`src/rtl/bru_resolver_pkg.sv`:
```
// Shared types for the hardisc pipeline. This slice adds the state type of
// the branch resolution unit that sits in the MA stage.
package p_hardisc;

  // IDLE: MA holds no BRU instruction.
  // VALID: MA holds a correctly predicted BRU instruction.
  // REDIRECT: MA holds a mispredicted one and a fetch redirect is pending.
  typedef enum logic [1:0] {
    IDLE     = 2'd0,
    VALID    = 2'd1,
    REDIRECT = 2'd2
  } bru_state;

endpackage

```
`src/rtl/bru_resolver_if.sv`:
```
// Redirect handshake between the branch resolver (master) and fetch (slave).
//   redirect_valid : resolver requests a fetch redirect
//   redirect_addr  : halfword address to fetch from, held until accepted
//   fe_ready       : fetch accepts the redirect this cycle
interface bru_resolver_if;

  logic        redirect_valid;
  logic [30:0] redirect_addr;
  logic        fe_ready;

  modport master (
    output redirect_valid,
    output redirect_addr,
    input  fe_ready
  );

  modport slave (
    input  redirect_valid,
    input  redirect_addr,
    output fe_ready
  );

endinterface

```
`src/rtl/bru_resolver_cmp.sv`:
```
// Mispredict comparator: flags a wrong direction, or a wrong target on a taken
// transfer. Addresses compare at the full 31 bits, no wrap handling.
//   i_taken / i_tadd           : resolved direction and target
//   i_pred_taken / i_pred_tadd : fetch-time prediction
//   o_mispredict               : prediction was wrong
module bru_cmp (
  input  logic        i_taken,
  input  logic [30:0] i_tadd,
  input  logic        i_pred_taken,
  input  logic [30:0] i_pred_tadd,
  output logic        o_mispredict
);

  assign o_mispredict = (i_taken != i_pred_taken) |
                        (i_taken & (i_tadd != i_pred_tadd));

endmodule

```
`src/rtl/bru_resolver.sv`:
```
// Branch resolution unit in the MA stage. Captures the resolved BRU/jump
// result from EX, compares it with the fetch-time prediction, requests a fetch
// redirect on mispredict and emits a one-shot predictor update.
//   s_clk_i, s_resetn_i       : clock, asynchronous active-low reset
//   s_ex_*                    : EX-stage instruction, ALU result and prediction
//   s_ma_stall_i, s_flush_i   : MA stall and pipeline flush
//   redir (master)            : redirect request/address, fetch ready
//   s_ma_taken_o, s_ma_tadd_o : MA transfer of control and resolved target
//   s_upd_valid_o/_taken_o    : predictor update pulse
//   s_busy_o                  : stalls EX while a redirect is pending
module bru_resolver
  import p_hardisc::*;
#(
  parameter bit UPD_EN = 1'b1
) (
  input  logic            s_clk_i,
  input  logic            s_resetn_i,
  input  logic            s_ex_valid_i,
  input  logic [31:0]     s_ex_result_i,
  input  logic            s_ex_jump_i,
  input  logic            s_ex_pred_taken_i,
  input  logic [30:0]     s_ex_pred_tadd_i,
  input  logic [30:0]     s_ex_npc_i,
  input  logic            s_ma_stall_i,
  input  logic            s_flush_i,
  bru_resolver_if.master  redir,
  output logic            s_ma_taken_o,
  output logic [30:0]     s_ma_tadd_o,
  output logic            s_upd_valid_o,
  output logic            s_upd_taken_o,
  output logic            s_busy_o
);

  bru_state    r_state;
  logic        r_taken;
  logic [30:0] r_tadd;
  logic [30:0] r_npc;
  logic        r_upd;

  bru_state    w_state_nxt;
  logic        w_taken_nxt;
  logic [30:0] w_tadd_nxt;
  logic [30:0] w_npc_nxt;
  logic        w_upd_nxt;

  logic        w_busy;
  logic        w_capture;
  logic        w_taken;
  logic [30:0] w_tadd;
  logic        w_mispredict;

  // An accepting fetch in the same cycle frees EX, so busy drops immediately.
  assign w_busy    = (r_state == REDIRECT) & ~redir.fe_ready;
  assign w_capture = s_ex_valid_i & ~s_ma_stall_i & ~w_busy & ~s_flush_i;
  assign w_taken   = s_ex_jump_i | s_ex_result_i[0];
  assign w_tadd    = s_ex_result_i[31:1];

  bru_cmp u_cmp (
    .i_taken      (w_taken),
    .i_tadd       (w_tadd),
    .i_pred_taken (s_ex_pred_taken_i),
    .i_pred_tadd  (s_ex_pred_tadd_i),
    .o_mispredict (w_mispredict)
  );

  always_comb begin
    w_state_nxt = r_state;
    w_taken_nxt = r_taken;
    w_tadd_nxt  = r_tadd;
    w_npc_nxt   = r_npc;
    w_upd_nxt   = 1'b0;
    if (s_flush_i) begin
      // Flush kills the MA content, including any pending redirect.
      w_state_nxt = IDLE;
      w_taken_nxt = 1'b0;
    end else if (w_capture) begin
      w_state_nxt = w_mispredict ? REDIRECT : VALID;
      w_taken_nxt = w_taken;
      w_tadd_nxt  = w_tadd;
      w_npc_nxt   = s_ex_npc_i;
      w_upd_nxt   = 1'b1;
    end else begin
      case (r_state)
        VALID:    if (!s_ma_stall_i) w_state_nxt = IDLE;
        // The handshake completes even while MA is stalled.
        REDIRECT: if (redir.fe_ready) w_state_nxt = IDLE;
        default:  w_state_nxt = r_state;
      endcase
    end
  end

  always_ff @(posedge s_clk_i or negedge s_resetn_i) begin
    if (!s_resetn_i) begin
      r_state <= IDLE;
      r_taken <= 1'b0;
      r_tadd  <= '0;
      r_npc   <= '0;
      r_upd   <= 1'b0;
    end else begin
      r_state <= w_state_nxt;
      r_taken <= w_taken_nxt;
      r_tadd  <= w_tadd_nxt;
      r_npc   <= w_npc_nxt;
      r_upd   <= w_upd_nxt;
    end
  end

  assign s_ma_taken_o         = (r_state != IDLE) & r_taken;
  assign s_ma_tadd_o          = r_taken ? r_tadd : '0;
  assign redir.redirect_valid = (r_state == REDIRECT);
  assign redir.redirect_addr  = (r_state == REDIRECT) ? (r_taken ? r_tadd : r_npc) : '0;
  assign s_busy_o             = w_busy;
  // A flush during the update cycle means the instruction never retires.
  assign s_upd_valid_o        = UPD_EN & r_upd & ~s_flush_i;
  assign s_upd_taken_o        = UPD_EN & r_upd & ~s_flush_i & r_taken;

endmodule
```
`src/flat_wrapper.sv`:
```
// flat-port wrapper written by rule: the top's interface ports become plain ports
module bru_resolver_flat import p_hardisc::*;
#(
  parameter bit UPD_EN = 1'b1
)
  (s_clk_i, s_resetn_i, s_ex_valid_i, s_ex_result_i, s_ex_jump_i, s_ex_pred_taken_i, s_ex_pred_tadd_i, s_ex_npc_i, s_ma_stall_i, s_flush_i, s_ma_taken_o, s_ma_tadd_o, s_upd_valid_o, s_upd_taken_o, s_busy_o, redir_redirect_valid, redir_redirect_addr, redir_fe_ready);
  bru_resolver_if redir_i ();
  input  logic s_clk_i;
  input  logic s_resetn_i;
  input  logic s_ex_valid_i;
  input  logic [31:0] s_ex_result_i;
  input  logic s_ex_jump_i;
  input  logic s_ex_pred_taken_i;
  input  logic [30:0] s_ex_pred_tadd_i;
  input  logic [30:0] s_ex_npc_i;
  input  logic s_ma_stall_i;
  input  logic s_flush_i;
  output logic s_ma_taken_o;
  output logic [30:0] s_ma_tadd_o;
  output logic s_upd_valid_o;
  output logic s_upd_taken_o;
  output logic s_busy_o;
  output wire logic [$bits(redir_i.redirect_valid)-1:0] redir_redirect_valid;
  output wire logic [$bits(redir_i.redirect_addr)-1:0] redir_redirect_addr;
  input wire logic [$bits(redir_i.fe_ready)-1:0] redir_fe_ready;
  assign redir_redirect_valid = redir_i.redirect_valid;
  assign redir_redirect_addr = redir_i.redirect_addr;
  assign redir_i.fe_ready = redir_fe_ready;
  bru_resolver #(.UPD_EN(UPD_EN)) u_core (.s_clk_i(s_clk_i), .s_resetn_i(s_resetn_i), .s_ex_valid_i(s_ex_valid_i), .s_ex_result_i(s_ex_result_i), .s_ex_jump_i(s_ex_jump_i), .s_ex_pred_taken_i(s_ex_pred_taken_i), .s_ex_pred_tadd_i(s_ex_pred_tadd_i), .s_ex_npc_i(s_ex_npc_i), .s_ma_stall_i(s_ma_stall_i), .s_flush_i(s_flush_i), .redir(redir_i), .s_ma_taken_o(s_ma_taken_o), .s_ma_tadd_o(s_ma_tadd_o), .s_upd_valid_o(s_upd_valid_o), .s_upd_taken_o(s_upd_taken_o), .s_busy_o(s_busy_o));
endmodule
```
`config.mk`:
```
export PLATFORM = sky130hd
export DESIGN_NAME = bru_resolver_flat
export DESIGN_NICKNAME = d
export VERILOG_FILES = /design/src/rtl/bru_resolver_pkg.sv /design/src/rtl/bru_resolver_if.sv /design/src/rtl/bru_resolver_cmp.sv /design/src/rtl/bru_resolver.sv /design/src/flat_wrapper.sv
export SDC_FILE = /design/constraint.sdc
export NUM_CORES = 1
export LEC_CHECK = 0
export CAP_MARGIN = 20
export CORE_MARGIN = 8
export CORE_UTILIZATION = 35
export CTS_BUF_LIST = sky130_fd_sc_hd__clkbuf_8
export CTS_CLUSTER_SIZE = 14
export DETAILED_ROUTE_END_ITERATION = 10
export GPL_TIMING_DRIVEN = 0
export PLACE_DENSITY = 0.74
export RECOVER_POWER = 50
export SYNTH_ARGS = -nofsm -noshare
export SYNTH_HDL_FRONTEND = slang
export SYNTH_SLANG_ARGS = --single-unit
```
`constraint.sdc`:
```
create_clock -name s_clk_i -period 2.95 [get_ports s_clk_i]
set_input_delay 0.4425 -clock s_clk_i [delete_from_list [all_inputs] [get_ports s_clk_i]]
set_output_delay 0.4425 -clock s_clk_i [all_outputs]
set_load 0.05 [all_outputs]
```
After elaboration in Yosys (flattened, before gate mapping)
Cells that the tools add are included.
- flip-flop bits (word level): 66
- bits of input ports: 102
- output and inout bits: 67
- logic and storage cells: 43
- equal/unequal tests: 6
- mux-type cells: 13
- bitwise gates (word level): 14
- reduce and logical (&&, ||, !) cells: 5
- operator list (operator ; count):
    $mux 31 ; 3
    $ne 31x31->1 ; 1
    $mux 2 ; 5
    $and 1x1->1 ; 8
    $mux 1 ; 4
    $ne 4x2->1 const B ; 1
    $ne 4x3->1 const B ; 1
    $not 1->1 ; 4
    $pmux 2 s2 ; 1
    $reduce_bool 2->1 ; 2
    $reduce_bool 4->1 ; 1
    $reduce_and 3->1 ; 1
    $eq 2x1->1 const B ; 1
    $eq 2x2->1 const B ; 1
    $or 1x1->1 ; 2
    $reduce_and 2->1 ; 1
    $ne 1x1->1 ; 1

Depth between registers and ports, before layout
- depth after elaboration: 7
- gate-level depth with buffers: 8
- mapped depth without buffers: 6

By module
From an unflattened synthesis, not the netlist that was laid out.
- cells, all modules: 304
- area total of the unflattened synthesis: 3683.5 sq um
- modules (own cells, without submodules) (module ; instances ; cells an instance ; area each (sq um) ; sequential area each (sq um)):
    bru_resolver ; 1 ; 260 ; 3337.0 ; 1651.6
    bru_cmp ; 1 ; 44 ; 346.6 ; 0.0

Least setup slack after synthesis
OpenSTA, ideal clock, no wires.
- path kind: register to output
- start: register u_core.r_taken
- end: output port redir_redirect_addr[12]
- arrival: 1.800 ns
- required time: 2.508 ns
- slack: 0.707 ns
- cell stages (with the launch flop): 5
- buffers on the path: 1
- path through: dfrtp_1 > clkbuf_1 > and2_1 > a21oi_1 > nor2_1
- longest elaborated chain between the ends: 2
- ends and longest elaborated chain (item ; RTL line ; text):
    from (decl) ; bru_resolver.sv:35 ; logic r_taken;
    from (signal assigned) ; bru_resolver.sv:101 ; r_taken <= w_taken_nxt;
    $mux 31 (2 in a row) ; bru_resolver.sv:111 ; assign redir.redirect_addr = (r_state == REDIRECT) ? (r_taken ? r_tadd : r_npc) : '0;
    to (decl) ; flat_wrapper.sv:24 ; output wire logic [$bits(redir_i.redirect_addr)-1:0] redir_redirect_addr;
No other way between the ends.

Worst setup path after layout
- start: register u_core.r_taken
- end: output port redir_redirect_addr[19]
The elaborated chain is that of the path after synthesis.

==> results.md <==
* Status: finished, violations left
* Failing checks: capacitance limit, slew limit
* Vias in the first global route at 3332
* Synth warnings at 0
* Average cell area after synthesis at 12.0 µm²
* Post-route setup slack at 0.142 ns
* Crit path DAT at 2.37 ns
* Tcrit/Tclk final at 0.952
* Seq/Total Area, Yosys at 0.453
* IO buf count at 168
* Final Max Tran Viols at 67
* Routed Antenna Nets at 0
* Commonest non-fill, non-tap cells in the layout: clkdlybuf4s50_1, dfrtp_1, nor2_1
* RSZ-0062 raised after global routing: false
* Layout cells sized above 1 at 0.136
* Clock root cell: clkbuf_8
* Most common cell after layout, fill and taps aside: clkdlybuf4s50_1
* Antenna fix cells at 0
* Mapped Cells at 304
* CTS tree: yes
* Largest net degree at the start of global routing at 67
* Syn_nets at 406
* Die area at 13900 µm²
* GPL Wtd Cong at 0.796
* Clock buffer depth at 2
* Starting Density at 0.356
* Setup_tns at 0 ns
* WL final at 11700 µm
* Final-report setup violation count at 0
* WL per Instance at 18.8 µm
* Leakage at 0.00247 µW
* Share of the synthesized area in the top cell type at 0.453
* Fillers at 931
* Final Skew at 0.00396 ns
* Relative slew margins at -0.117
* F_max at 0.356 GHz
* Storage cell area at 1650 µm²
* Vias per inst at 4.71
* I/O pin cnt at 169
* Synth area leaders: dfrtp_1, mux2_4, and2_1, xnor2_1, a21oi_1
* Overall routing resource usage at 0.167
* Synth Register Bits at 66
* # hold bufs at CTS at 0
* Height of the die at 118 µm
* Final Hold Fails at 0
* Power, Total at 2700 µW
* Worst path required time at 2.51 ns
* Starting DRC count in detailed routing at 79
* Setup WS pre-CTS at 0.270 ns
* Hpwl dp at 9370 µm
* Initial antenna violation count at 0
* Die extent in x at 118 µm
* Final min period at 2.81 ns
* HP Class: reg -> reg
* Synthesized cell area at 3650 µm²
* Worst-path clk slew at 0.07 ns
* Setup CP Type: reg -> out
* Netlist cell types at 28
* CP endpoint kind: output pin
* Hold Slack at 0.483 ns
* H-tree depth at 3
* Type of origin of the critical path: register
* Post-CTS setup buffers at 0
* Core area at 10200 µm²
* DRT Pass-1 Iters at 4
* Clk Latency, worst-skew pair at 0.34 ns
* Clock Sink Count at 66
* CTS Buf Count at 9
* Largest area contributor in the netlist: dfrtp_1
* Crit Path Max Fanout at 10
* Peak VDD IR at 0.000234 V
* DRC violations left at 0
* Slew @ Worst Pin at 1.68 ns
* Pwr per Cell Area at 487 nW/µm²
* Wire length of the first global-routing pass at 18400 µm
* Via count at 2937
* Max Cap Viol at 1
* Total gr overflow at 0
* Final net count at 585
* Area growth syn-to-layout at 52.0%
* Row cnt at 37
* Multi-input logic area at 1750 µm²
## layout make-up
type	count	share of cell area
sequential	66	0.298
timing repair buffer	168	0.308
multi-input combinational	217	0.315
clock inverter	4	0.00339
tap	136	0.0307
inverter	5	0.00361
buffer	16	0.0142
clock buffer	11	0.0273
## final timing paths
kind	start	to	slack [ns]	depth (start not counted)
max	u_core.r_taken	redir_redirect_addr[19]	0.14	5
min	u_core.r_tadd[15]	u_core.r_tadd[15]	0.48	1
max reg2reg	u_core.r_state[0]	u_core.r_npc[24]	0.44	7
min reg2reg	u_core.r_tadd[15]	u_core.r_tadd[15]	0.48	1
max in group asynchronous	s_resetn_i	u_core.r_state[1]	1.42	1
min in group asynchronous	s_resetn_i	u_core.r_npc[26]	0.53	1
## cells in the mapped netlist
cell type   n
mux2_4     50
a21o_1      1
o211ai_1    1
a21oi_1    32
o21ai_0     4
nor2_1     35
buf_12      5
clkbuf_1    9
nor2b_1     1
xor2_1     10
dfrtp_1    66
or3_4       1
xnor2_1    21
a32oi_1     1
nand2_1     1
nor3_1      1
nand4_1     6
nand2b_1    2
and2_1     32
mux2_2      4
buf_8       1
a32o_1      1
nor4_1      4
mux2_1      8
clkinv_4    1
inv_1       4
nor2_4      1
buf_4       1
## critical path: stages (launching register included)
cell             delay (ns)
dfrtp_1                0.45
inv_1                  0.21
clkbuf_2               0.31
a21oi_1                0.11
nor2_1                 0.11
clkdlybuf4s50_1        0.83
## through the flow
step / cell area, µm² / std cells / util
after floorplan: 3650 / 304 / -
after global placement: 5500 / 608 / 0.537
after detailed placement: 5500 / 608 / 0.537
after CTS: 5670 / 623 / 0.554
after global routing: 5540 / 623 / 0.542
final: 5540 / 623 / 0.542
## per-layer routing
metal | GRT usage | part of all wire | vias to the layer above
met4 | 0.0512 | 0.013 | 0
met3 | 0.0691 | 0.081 | 12
li1 | - | - | 1396
met5 | 0 | 0 | -
met2 | 0.283 | 0.49 | 105
met1 | 0.187 | 0.41 | 1424
## sequential cells by signal, indices dropped and copies added, names as in the netlist
register,flops
u_core.r_state,2
u_core.r_taken,1
u_core.r_upd,1
u_core.r_npc,31
u_core.r_tadd,31
## cell families after synthesis
family                 synth area share
AND/OR/NAND/NOR                   0.122
flip-flops                        0.453
AO/OA/AOI/OAI                    0.0587
buffers and inverters            0.0494
multiplexers                      0.243
XOR/XNOR                         0.0744
## what timing repair did
| item | in CTS | in global routing |
|---|---|---|
| resized for setup | 4 | 14 |
| setup endpoints to repair | 29 | 15 |
| pin swaps | 0 | 0 |
## power by group
group | switching (µW) | internal (µW)
combinational | 407 | 451
clock | 334 | 339
sequential | 89.9 | 1080
Note: power is estimated with default switching activity, not from simulation.
